$ cat src/rtl/mpd_pkg.sv
// mpd_pkg: shared types and constants for the project sequencer and heartbeat.
package mpd_pkg;
  typedef enum logic [2:0] {
    S_WAIT_DONE,
    S_IDLE,
    S_DRAIN,
    S_SWITCH,
    S_HOLD,
    S_RUN
  } mpd_seq_state_t;
  localparam int MPD_NUM_PRJ = 4;
  localparam int MPD_SEL_W = 2;
  localparam logic [1:0] MPD_HB_OFF = 2'd0;
  localparam logic [1:0] MPD_HB_RUN = 2'd1;
  localparam logic [1:0] MPD_HB_BUSY = 2'd2;
  // Tap positions counted down from the divider MSB.
  localparam int MPD_HB_RUN_OFS = 1;
  localparam int MPD_HB_BUSY_OFS = 3;
endpackage

$ cat src/rtl/mpd_heartbeat.sv
// mpd_heartbeat: free-running divider whose tap drives the heartbeat LED.
module mpd_heartbeat
  import mpd_pkg::*;
#(
  parameter int HB_W = 24
) (
  input  logic       clk,
  input  logic       reset,
  input  logic [1:0] mode,
  output logic       heart_led
);
  logic [HB_W-1:0] cnt;
  always_ff @(posedge clk) cnt <= reset ? '0 : cnt + HB_W'(1);
  assign heart_led = mode == MPD_HB_RUN  ? cnt[HB_W-MPD_HB_RUN_OFS] :
                     mode == MPD_HB_BUSY ? cnt[HB_W-MPD_HB_BUSY_OFS] : 1'b0;
endmodule

$ cat src/rtl/mpd_prj_sequencer.sv
// mpd_prj_sequencer: sequences reset, clock gating and mux switching of the user-project slots.
// Optional watchdog re-reset enabled by defining MPD_PRJ_SEQ_WDOG_EN.
module mpd_prj_sequencer
  import mpd_pkg::*;
#(
  parameter int NUM_PRJ  = MPD_NUM_PRJ,
  parameter int SEL_W    = MPD_SEL_W,
  parameter int SETTLE   = 4,
  parameter int RST_HOLD = 16,
  parameter int HB_W     = 24,
  parameter int WDOG_W   = 20
) (
  input  logic               clk,
  input  logic               reset,
  input  logic               fabric_done,
  input  logic               req_valid,
  input  logic [SEL_W-1:0]   req_prj,
  output logic               req_ready,
  output logic               req_err,
  output logic [SEL_W-1:0]   prj_sel,
  output logic [NUM_PRJ-1:0] prj_reset,
  output logic [NUM_PRJ-1:0] prj_clk_en,
  output logic               active,
  output logic               heart_led,
  input  logic               wdog_kick,
  output logic               wdog_trip
);
  localparam int CW = $clog2((SETTLE > RST_HOLD ? SETTLE : RST_HOLD) + 1);
  mpd_seq_state_t state, state_n;
  logic [SEL_W-1:0] target, tgt_n, sel_n;
  logic [CW-1:0] cnt, cnt_n;
  logic from_run, run_n, err_n, bad, wd_fire;
  logic [NUM_PRJ-1:0] sel_oh;
  logic [1:0] hb_mode;
  assign bad = {1'b0, req_prj} >= (SEL_W+1)'(NUM_PRJ);
  assign req_ready = (state == S_IDLE || state == S_RUN) && !req_err;
  assign sel_oh = NUM_PRJ'(1) << prj_sel;
  assign active = state == S_RUN;
  assign prj_reset = active ? ~sel_oh : '1;
  // The outgoing project keeps its clock through DRAIN so it sees its reset edge.
  assign prj_clk_en = (state == S_HOLD || active || (state == S_DRAIN && from_run)) ? sel_oh : '0;
  assign hb_mode = state == S_WAIT_DONE ? MPD_HB_OFF : active ? MPD_HB_RUN : MPD_HB_BUSY;
  always_comb begin
    state_n = state;
    tgt_n = target;
    sel_n = prj_sel;
    run_n = from_run;
    err_n = 1'b0;
    cnt_n = cnt - CW'(cnt != '0);
    if (!fabric_done) state_n = S_WAIT_DONE;
    else
      unique case (state)
        S_WAIT_DONE: state_n = S_IDLE;
        S_IDLE, S_RUN:
          if (wd_fire) begin
            state_n = S_DRAIN;
            tgt_n = prj_sel;
            run_n = 1'b1;
          end else if (req_valid && req_ready) begin
            err_n = bad;
            if (!bad) begin
              state_n = S_DRAIN;
              tgt_n = req_prj;
              run_n = state == S_RUN;
            end
          end
        S_DRAIN: begin
          state_n = S_SWITCH;
          sel_n = target;
          cnt_n = CW'(SETTLE - 1);
        end
        S_SWITCH:
          if (cnt == '0) begin
            state_n = S_HOLD;
            cnt_n = CW'(RST_HOLD);
          end
        // RST_HOLD+1 cycles in HOLD gives RST_HOLD clocked edges once the gate opens.
        S_HOLD: state_n = cnt == '0 ? S_RUN : S_HOLD;
        default: state_n = S_WAIT_DONE;
      endcase
  end
  always_ff @(posedge clk) begin
    if (reset) begin
      state <= S_WAIT_DONE;
      prj_sel <= '0;
      target <= '0;
      from_run <= 1'b0;
      cnt <= '0;
      req_err <= 1'b0;
    end else begin
      state <= state_n;
      prj_sel <= sel_n;
      target <= tgt_n;
      from_run <= run_n;
      cnt <= cnt_n;
      req_err <= err_n;
    end
  end
`ifdef MPD_PRJ_SEQ_WDOG_EN
  logic [WDOG_W-1:0] wdog_cnt;
  assign wd_fire = state == S_RUN && &wdog_cnt;
  always_ff @(posedge clk) begin
    wdog_cnt <= (reset || state != S_RUN || wdog_kick || wd_fire) ? '0 : wdog_cnt + WDOG_W'(1);
    wdog_trip <= !reset && fabric_done && wd_fire;
  end
`else
  logic unused_wdog;
  assign unused_wdog = wdog_kick | (WDOG_W == 0);
  assign wd_fire = 1'b0;
  assign wdog_trip = 1'b0;
`endif
  mpd_heartbeat #(.HB_W(HB_W)) u_hb (
    .clk(clk),
    .reset(reset),
    .mode(hb_mode),
    .heart_led(heart_led)
  );
endmodule

$ cat config.mk
export PLATFORM = sky130hd
export DESIGN_NAME = mpd_prj_sequencer
export DESIGN_NICKNAME = d
export VERILOG_FILES = /design/src/rtl/mpd_pkg.sv /design/src/rtl/mpd_heartbeat.sv /design/src/rtl/mpd_prj_sequencer.sv
export SDC_FILE = /design/constraint.sdc
export NUM_CORES = 1
export LEC_CHECK = 0
export CAP_MARGIN = 10
export CORE_MARGIN = 3
export CORE_UTILIZATION = 49
export DETAILED_ROUTE_END_ITERATION = 8
export PLACE_DENSITY_LB_ADDON = 0.12
export SETUP_SLACK_MARGIN = 0.3
export SKIP_CTS_REPAIR_TIMING = 1
export SLEW_MARGIN = 20
export SYNTH_ARGS = -nofsm -noshare
export SYNTH_HDL_FRONTEND = slang
export SYNTH_HIERARCHICAL = 1
export SYNTH_SLANG_ARGS = --single-unit
$ cat constraint.sdc
create_clock -name clk -period 1.79 [get_ports clk]
set_input_delay 0.2685 -clock clk [delete_from_list [all_inputs] [get_ports clk]]
set_output_delay 0.2685 -clock clk [all_outputs]
set_load 0.01 [all_outputs]
Word-level counts from Yosys, hierarchy flattened

Index checks and enable logic that the tools add are counted.

Shift operators: 1
Add/sub/neg operators: 2
Mux-type cells: 13
Reductions and logical operators: 13
Bitwise logic cells: 2
Eq/ne operators: 9

Operators by type and width:

| cell                                            | count |
|---|---|
| adder 24 x 1 -> 24 bit, second input constant   | 1 |
| one-hot mux 3 bit (5 select lines)              | 1 |
| 2-to-1 mux 5 bit                                | 2 |
| one-hot mux 5 bit (2 select lines)              | 1 |
| 2-to-1 mux 4 bit                                | 2 |
| == test 3 x 2 -> 1 bit, second input constant   | 2 |
| == test 3 bit, second input constant            | 2 |
| 2-to-1 mux 3 bit                                | 2 |
| zero test 5 bit                                 | 1 |
| nonzero test 5 bit                              | 1 |
| subtractor 5 x 1 -> 5 bit                       | 1 |
| 2-to-1 mux 2 bit                                | 2 |
| inequality test 2 bit, second input constant    | 2 |
| NOT 4 bit                                       | 1 |
| AND reduction 2 bit                             | 2 |
| OR reduction 2 bit                              | 2 |
| << shifter 1 x 2 -> 4 bit, first input constant | 1 |
| == test 3 x 1 -> 1 bit, second input constant   | 1 |
| zero test 3 bit                                 | 1 |
| logical OR 1 bit                                | 3 |
| 2-to-1 mux 1 bit                                | 3 |
| AND reduction 3 bit                             | 1 |
| == test 2 x 1 -> 1 bit, second input constant   | 1 |
| == test 2 bit, second input constant            | 1 |
| other kinds (2)                                 | 3 |

Output and inout bits: 15
Bits of input ports: 7
Bits in registers: 37

Longest topological paths before layout

Gate-level depths: netlist of run 1.

Depth after elaboration: 6
Mapped depth: 8

By module

The synthesis of run 1 kept the hierarchy.

Modules (own cells, without submodules):

| module            | sequential area each (µm²) | area an instance (µm²) | times used | cells each |
|---|---|---|---|---|
| mpd_heartbeat     | 480.5                      | 1086.0                 | 1          | 124 |
| mpd_prj_sequencer | 260.2                      | 758.2                  | 1          | 92 |

Worst setup path before layout of run 1

OpenSTA, ideal clock, no wires.

Kind: reg-to-reg
From: register u_hb.cnt[0]
To: register u_hb.cnt[22]
Library setup time: 0.071 ns
Cell stages (with the launch flop): 7
Arrival time: 1.882 ns
Period minus slack after synthesis: 1.952 ns
Required time: 1.719 ns
Setup slack: -0.162 ns
Cells stage by stage: dfxtp_1 -> ha_1 -> nand4_4 -> or4b_1 -> buf_2 -> or4_1 -> a21oi_1

Word-level cells in the longest chain between the ends: 1

Ends and longest elaborated chain:

| element                | line                | RTL |
|---|---|---|
| from (decl)            | mpd_heartbeat.sv:12 | `logic [HB_W-1:0] cnt;` |
| from (signal assigned) | mpd_heartbeat.sv:13 | `always_ff @(posedge clk) cnt <= reset ? '0 : cnt + HB_W'(1);` |
| adder 24 x 1 -> 24 bit | mpd_heartbeat.sv:13 |  |

No other way between the ends.
A chain may end at the register's enable or synchronous reset.

Worst setup path after layout of run 1

From: register u_hb.cnt[1]
To: register u_hb.cnt[22]

Same word-level chain as after synthesis.

==> run metrics, run 1 <==
Reg clk slew, reported paths=0.07 ns; crit-path leading delay family=simple AND/OR/NAND/NOR gates; vias in the first global route=1,622; clock power share=25.8%; commonest non-fill, non-tap cell in the layout=buf_4; skew final=0.00525 ns; vias per cell=5.53; DR WL/cell=13.8 um; Gate power share=31.5%; switch share=29.3%; total power=2220 uW; asr flop ratio synth=0%; CTS tree=yes; final hold violation count=0; Leak=0.00102 uW; synth-to-layout area growth=38.3%; drt total wl=4230 um; clock buffers created by TritonCTS=5; placed instance area=2240 um^2; Arrival @ worst endpoint=1.97 ns; Die Footprint=4540 um^2; ys flop type=dfxtp_1; EDFF count, synth=0; Setup crit end kind=register; Slowest Stage Delay on Critical Path=0.54 ns; chip width=67.4 um; Netlist cell types=42; Overflow after GRT=0; DRC errors left=0; n_diodes=0; PortBufs=18; crit path kind=reg -> reg; layout cells sized above 1=38.8%; FF+latch count, synth=37; top-level I/O count=22; nets@finish=271; Filler cells=258; cells after synthesis=216; row count=21; routability cong.=0.868; critical path required time=2.01 ns; Crit path depth=5; Util after Layout=73.5%; Via Count=1,692; RSZ-0062 raised after global routing=true; CTS H-tree depth=2; Initial DRT Pass Iterations=4; CP Launch Type=register; leading cell types in the layout, fill and taps excluded=buf_4 (27), nor2_1 (26), dfxtp_1 (20); Slowest cell on crit path=or4b_4; WP buf/inv=0; Tmin final=1.75 ns; Reg power frac=42.8%; total clock sinks=37; Starting DRT DRC Count=99; Cell Int Power=1570 uW; final instance area=2550 um^2; PwrDens=871 nW/um^2; Ys Warns=6; CTS root buf=clkbuf_8; maximum clock insertion buffer count=2; Slew Viols, Final=0; P_sw=650 uW; pin count of the biggest net entering global routing=25; Hold Path Class=reg -> reg; WHS Path Cells=2; Hold Slack=0.476 ns; Die Ht=67.4 um; final setup violation count=0; initial antenna violation count=0; VDD IR max=0.000546 V; GRT Total Usage=19.7%; Starting Density=53.2%; Worst Reg-to-Reg Cells=5; Tcrit/Tclk final=97.7%; max cap viols=0; cells along the critical path=ha_4 > nand4_4 > or4b_4 > or4_4 > a21oi_2; Max Clk Rate=572 MHz; Seq/Total Area, Yosys=40.2%; core region area=3470 um^2; DPL Wire Length=2880 um; Max Fanout on Critical Path=6; post-route ant nets=0; worst-skew pair later-pin latency=0.28 ns; status=completed; Syn Area/Cell=8.54 um^2; Post-Syn Area=1840 um^2; post-place setup slack=-0.0223 ns; first-pass GRT wire length=6890 um; final setup margin=0.0417 ns
[synthesized netlist by cell type, types with 4 or more instances]
master / number / area share (%)
nor3_1: 8 / 2.2
inv_1: 5 / 1.0
dfxtp_1: 37 / 40
nor2_1: 28 / 5.7
xnor2_1: 7 / 3.3
nand3_1: 11 / 3.0
mux2i_1: 6 / 3.3
o21ai_0: 6 / 1.6
nand2_1: 15 / 3.1
clkbuf_1: 8 / 1.6
nor3b_1: 4 / 1.6
xor2_1: 9 / 4.3
a21oi_1: 14 / 3.8
ha_1: 4 / 2.7
nand4_1: 6 / 2.0
nand3b_1: 4 / 1.6
or3_1: 5 / 1.7
[path summary, 6_finish.rpt]
kind / end / startpoint / slack [ns]
max: u_hb/cnt[22] / u_hb/cnt[1] / 0.04
min: u_hb/cnt[23] / u_hb/cnt[23] / 0.48
max reg2reg: u_hb/cnt[22] / u_hb/cnt[1] / 0.04
min reg2reg: u_hb/cnt[23] / u_hb/cnt[23] / 0.48
[metrics by stage]
step | cells | TNS [ns]
after floorplan | 217 | -0.0446
after global placement | 291 | 0
after detailed placement | 291 | -0.0223
after CTS | 298 | -2.37
after global routing | 306 | -0.0225
final | 306 | 0
[metal layers]
metal | track usage (%) | share of wire, % | up-vias
met2 | 33.5 | 51 | 33
met5 | 0 | 0 | -
met3 | 6.49 | 4.2 | 2
met1 | 23.8 | 45 | 814
li1 | - | - | 843
met4 | 5.32 | 0.40 | 0
[power groups by stage]
stage / Clock [uW] / Sequential (uW) / Combinational, uW
final: 572 / 950 / 698
after global routing: 643 / 956 / 771
after CTS: 582 / 950 / 559
after detailed placement: 0 / 969 / 550
after global placement: 0 / 962 / 512
after floorplan: 0 / 957 / 418
[sequential cells by signal (all words and copies together), names as in the netlist]
signal    count
cnt           5
from_run      1
prj_sel       2
state         3
target        2
u_hb/cnt     24
[final cells by class]
class | instances | area, um^2 | area share [%]
multi-input cells | 163 | 1240 | 48.5
well taps | 46 | 57.6 | 2.26
clock buffers | 7 | 86.3 | 3.39
inverters | 6 | 22.5 | 0.883
repair buffers | 47 | 370 | 14.5
flip-flops and latches | 37 | 777 | 30.5
[logic make-up (layout without fill, tap and decap cells)]
| kind of cell | after synthesis | count (layout) | synth area share [%] |
|---|---|---|---|
| other | 1 | 2 | 0.203 |
| XOR/XNOR | 16 | 16 | 7.60 |
| AND/OR/NAND/NOR | 105 | 105 | 32.2 |
| multiplexers | 6 | 6 | 3.26 |
| adder cells (fa/ha/maj) | 4 | 4 | 2.71 |
| buffers and inverters | 17 | 60 | 3.93 |
| flip-flops | 37 | 37 | 40.2 |
| AO/OA/AOI/OAI | 30 | 30 | 9.97 |
[worst min-delay path: cells and delay by family (launching register included)]
kind / cells / cell delay, ns
AO/OA/AOI/OAI: 2 / 0.10
flip-flops: 1 / 0.33
No activity file was read; power rests on OpenSTA's default activity.
==> run 2, diff against run 1 <==
Settings changed: CORE_MARGIN 3 to 8.
==> run metrics, run 2 (synthesized netlist as in run 1, its figures left out) <==
Die Ht=77.4 um; multi-input logic area=1200 um^2; skew final=0.0105 ns; pin count of the biggest net entering global routing=25; Placed Cells=294; Starting Density=50.8%; critical path required time=2.02 ns; RR Endpoint=u_hb/cnt[22]; worst-skew pair later-pin latency=0.30 ns; Overflow after GRT=0; commonest non-fill, non-tap cell in the layout=buf_4; placed instance area=2250 um^2; DR WL/cell=14.0 um; Setup crit end kind=register; VDD IR max=0.000601 V; crit path to=u_hb/cnt[22]; total power=2180 uW; Worst setup startpoint=u_hb/cnt[1]; first-pass GRT wire length=7190 um; CTS root buf=clkbuf_8; RSZ-0062 raised after global routing=true; register name with the most flops=u_hb/cnt; post-route ant nets=0; DPL Wire Length=3040 um; DRC errors left=0; FF-to-FF Start=u_hb/cnt[1]; layout cells sized above 1=37.2%; Initial DRT Pass Iterations=5; Starting DRT DRC Count=89; CP Launch Type=register; Arrival @ worst endpoint=1.99 ns; initial antenna violation count=0; GRT Total Usage=14.4%; drt total wl=4410 um; top-level I/O count=22; PwrDens=851 nW/um^2; chip width=77.4 um; Layout Cells excl Fill=314; Filler cells=293; top flop regs=u_hb/cnt: 24 flops, cnt: 5 flops, state: 3 flops; routability cong.=0.851; Max Clk Rate=569 MHz; maximum clock insertion buffer count=2; vias in the first global route=1,622; nets@finish=276; Reg clk slew, reported paths=0.08 ns; Tcrit/Tclk final=98.2%; final instance area=2560 um^2; clock buffers created by TritonCTS=5; Die Footprint=5980 um^2; CTS H-tree depth=2; leading cell types in the layout, fill and taps excluded=buf_4 (31), nor2_1 (27), dfxtp_1 (25); Register Area=768 um^2; Leak=0.00102 uW; row count=22; FF-to-FF setup slack=0.03 ns; core region area=3630 um^2; Hold Path Class=reg -> reg; CTS tree=yes; final setup violation count=0; max FFs per register=24; crit path kind=reg -> reg; n_diodes=0; Slew Viols, Final=0; vias per cell=5.41; Max Fanout on Critical Path=5; Worst Reg-to-Reg Cells=5; Tmin final=1.76 ns; synth-to-layout area growth=38.6%; total clock sinks=37; final hold violation count=0; Via Count=1,700; max cap viols=0; status=completed; PortBufs=18
run 2: changes by cell type in the layout (fill, tap and decap cells not counted), sizes merged:
cell	delta
clkinv	+2
dlymetal6s2s	-1
buf	+5
run 2: metal layers:
| metal | vias to the layer above | track usage [%] | wire length (um) |
|---|---|---|---|
| met5 | - | 0 | 0 |
| met4 | 0 | 6.23 | 90 |
| met3 | 9 | 5.53 | 228 |
| met2 | 37 | 24.9 | 2140 |
| met1 | 796 | 15.3 | 1950 |
| li1 | 858 | - | - |
run 2: worst min-delay path by stage:
stage / start / endpoint / slack [ns] / cells after the start
after global routing: u_hb/cnt[23] / u_hb/cnt[23] / 0.51 / 2
after global placement: u_hb/cnt[23] / u_hb/cnt[23] / 0.47 / 2
final: u_hb/cnt[23] / u_hb/cnt[23] / 0.50 / 2
after floorplan: reset / u_hb/cnt[1] / 0.33 / 1
after detailed placement: u_hb/cnt[23] / u_hb/cnt[23] / 0.48 / 2
after CTS: u_hb/cnt[23] / u_hb/cnt[23] / 0.49 / 2
run 2: cell type report:
| cell class | count | share of cell area (%) |
|---|---|---|
| Inverter | 6 | 0.881 |
| Multi-Input combinational cell | 163 | 46.9 |
| Tap cell | 48 | 2.35 |
| Clock buffer | 6 | 3.23 |
| Sequential cell | 37 | 30.1 |
| Timing Repair Buffer | 52 | 16.1 |
| Clock inverter | 2 | 0.538 |
run 2: through the flow:
stage	hold slack, ns	setup TNS, ns	setup WS (ns)	util, %
after floorplan	0.333	-0.0446	-0.0446	-
after global placement	0.468	0	0.00256	62.0
after detailed placement	0.481	-0.169	-0.121	62.0
after CTS	0.486	-2.65	-0.374	64.7
after global routing	0.511	0	0.00147	70.4
final	0.495	0	0.0323	70.4
run 2: where the power goes:
part | leakage (uW) | switching (uW) | total (uW) | internal, uW
clock | 0.0000512 | 310 | 622 | 312
combinational | 0.000666 | 277 | 602 | 325
sequential | 0.000307 | 68.4 | 951 | 883
total | 0.00102 | 655 | 2180 | 1520
run 2: critical path, cell delays in order (launching register included):
cell and delay, ns:
dfxtp_4 0.36, ha_4 0.14, nand4_4 0.08, or4b_4 0.53
or4_4 0.43, a21oi_2 0.15
==> run 3, diff against run 2 <==
==> constraint.sdc (replaced) <==
create_clock -name clk -period 1.79 [get_ports clk]
set_input_delay 0.358 -clock clk [delete_from_list [all_inputs] [get_ports clk]]
set_output_delay 0.358 -clock clk [all_outputs]
set_load 0.01 [all_outputs]
==> run metrics, run 3 (synthesized netlist as in run 1, its figures left out) <==
Reg clk slew, reported paths=0.07 ns; Hold Path Class=reg -> reg; Slew Viols, Final=0; Starting DRT DRC Count=105; final hold violation count=0; clock buffers created by TritonCTS=5; VDD IR max=0.000722 V; register name with the most flops=u_hb/cnt; FF-to-FF setup slack=0.01 ns; critical path required time=2.01 ns; Initial DRT Pass Iterations=4; commonest non-fill, non-tap cell in the layout=buf_4; layout cells sized above 1=37.1%; drt total wl=4580 um; routability cong.=0.805; skew final=0.00437 ns; crit path kind=reg -> reg; max cap viols=0; chip width=77.4 um; Via Count=1,745; synth-to-layout area growth=40.2%; top-level I/O count=22; CTS H-tree depth=2; Worst Tran Pin Value=0.534 ns; pin count of the biggest net entering global routing=26; Placed Cells=298; Filler cells=266; post-route ant nets=0; worst-skew pair later-pin latency=0.29 ns; Setup crit end kind=register; initial antenna violation count=0; total clock sinks=37; nets@finish=278; Max Fanout on Critical Path=5; top flop regs=u_hb/cnt: 24 flops, cnt: 5 flops, state: 3 flops; maximum clock insertion buffer count=2; DRC errors left=0; Tmin final=1.78 ns; CTS tree=yes; Leak=0.00103 uW; final instance area=2590 um^2; Die Footprint=5980 um^2; vias per cell=5.54; max FFs per register=24; Tcrit/Tclk final=99.4%; row count=22; relative slew slack=64.3%; DR WL/cell=14.5 um; total power=2240 uW; Hold Slack=0.476 ns; CTS root buf=clkbuf_8; Starting Density=50.8%; RSZ-0062 raised after global routing=true; placed instance area=2300 um^2; final setup TNS=0 ns; core region area=3630 um^2; CP Launch Type=register; PortBufs=18; PwrDens=865 nW/um^2; vias in the first global route=1,663; DPL Wire Length=3100 um; Arrival @ worst endpoint=2.00 ns; Overflow after GRT=0; final setup violation count=0; GRT Total Usage=14.6%; n_diodes=0; leading cell types in the layout, fill and taps excluded=buf_4 (30), nor2_1 (28), dfxtp_1 (25); Max Clk Rate=562 MHz; Layout Cells excl Fill=315; Die Ht=77.4 um; first-pass GRT wire length=7250 um; status=completed
run 3: final timing paths:
path                                   start      endpoint  cells past startpoint
worst max-delay path             u_hb/cnt[1]  u_hb/cnt[22]                      5
worst min-delay path            u_hb/cnt[23]  u_hb/cnt[23]                      2
worst max register to register   u_hb/cnt[1]  u_hb/cnt[22]                      5
worst min register to register  u_hb/cnt[23]  u_hb/cnt[23]                      2
run 3: area by class of cell:
| cell class | instances | area [um^2] | share of cell area, % |
|---|---|---|---|
| Clock buffer | 7 | 86.3 | 3.34 |
| Multi-Input combinational cell | 163 | 1200 | 46.5 |
| Tap cell | 48 | 60.1 | 2.32 |
| Inverter | 6 | 22.5 | 0.871 |
| Sequential cell | 37 | 763 | 29.5 |
| Timing Repair Buffer | 54 | 452 | 17.5 |
run 3: where the power goes:
group          switching [uW]  internal (uW)
combinational             323            394
sequential               60.5            889
clock                     265            305
run 3: metal layers:
metal | GRT usage [%] | part of all wire, % | vias to the layer above
met3 | 5.88 | 5.6 | 12
met4 | 7.74 | 2.3 | 0
li1 | - | - | 860
met1 | 15.2 | 40 | 827
met2 | 24.9 | 52 | 46
met5 | 0 | 0 | -
run 3: critical path, stage by stage, from the launching register on:
cell	delay, ns
dfxtp_2	0.35
ha_4	0.15
nand4_4	0.07
or4b_4	0.57
or4_4	0.44
a21oi_2	0.14
run 3: through the flow:
step,util [%],setup slack [ns]
after global routing,71.2,-0.0448
after CTS,65.6,-0.390
after detailed placement,63.3,-0.0599
after floorplan,-,-0.0446
after global placement,63.3,-0.0350
final,71.2,0.0104
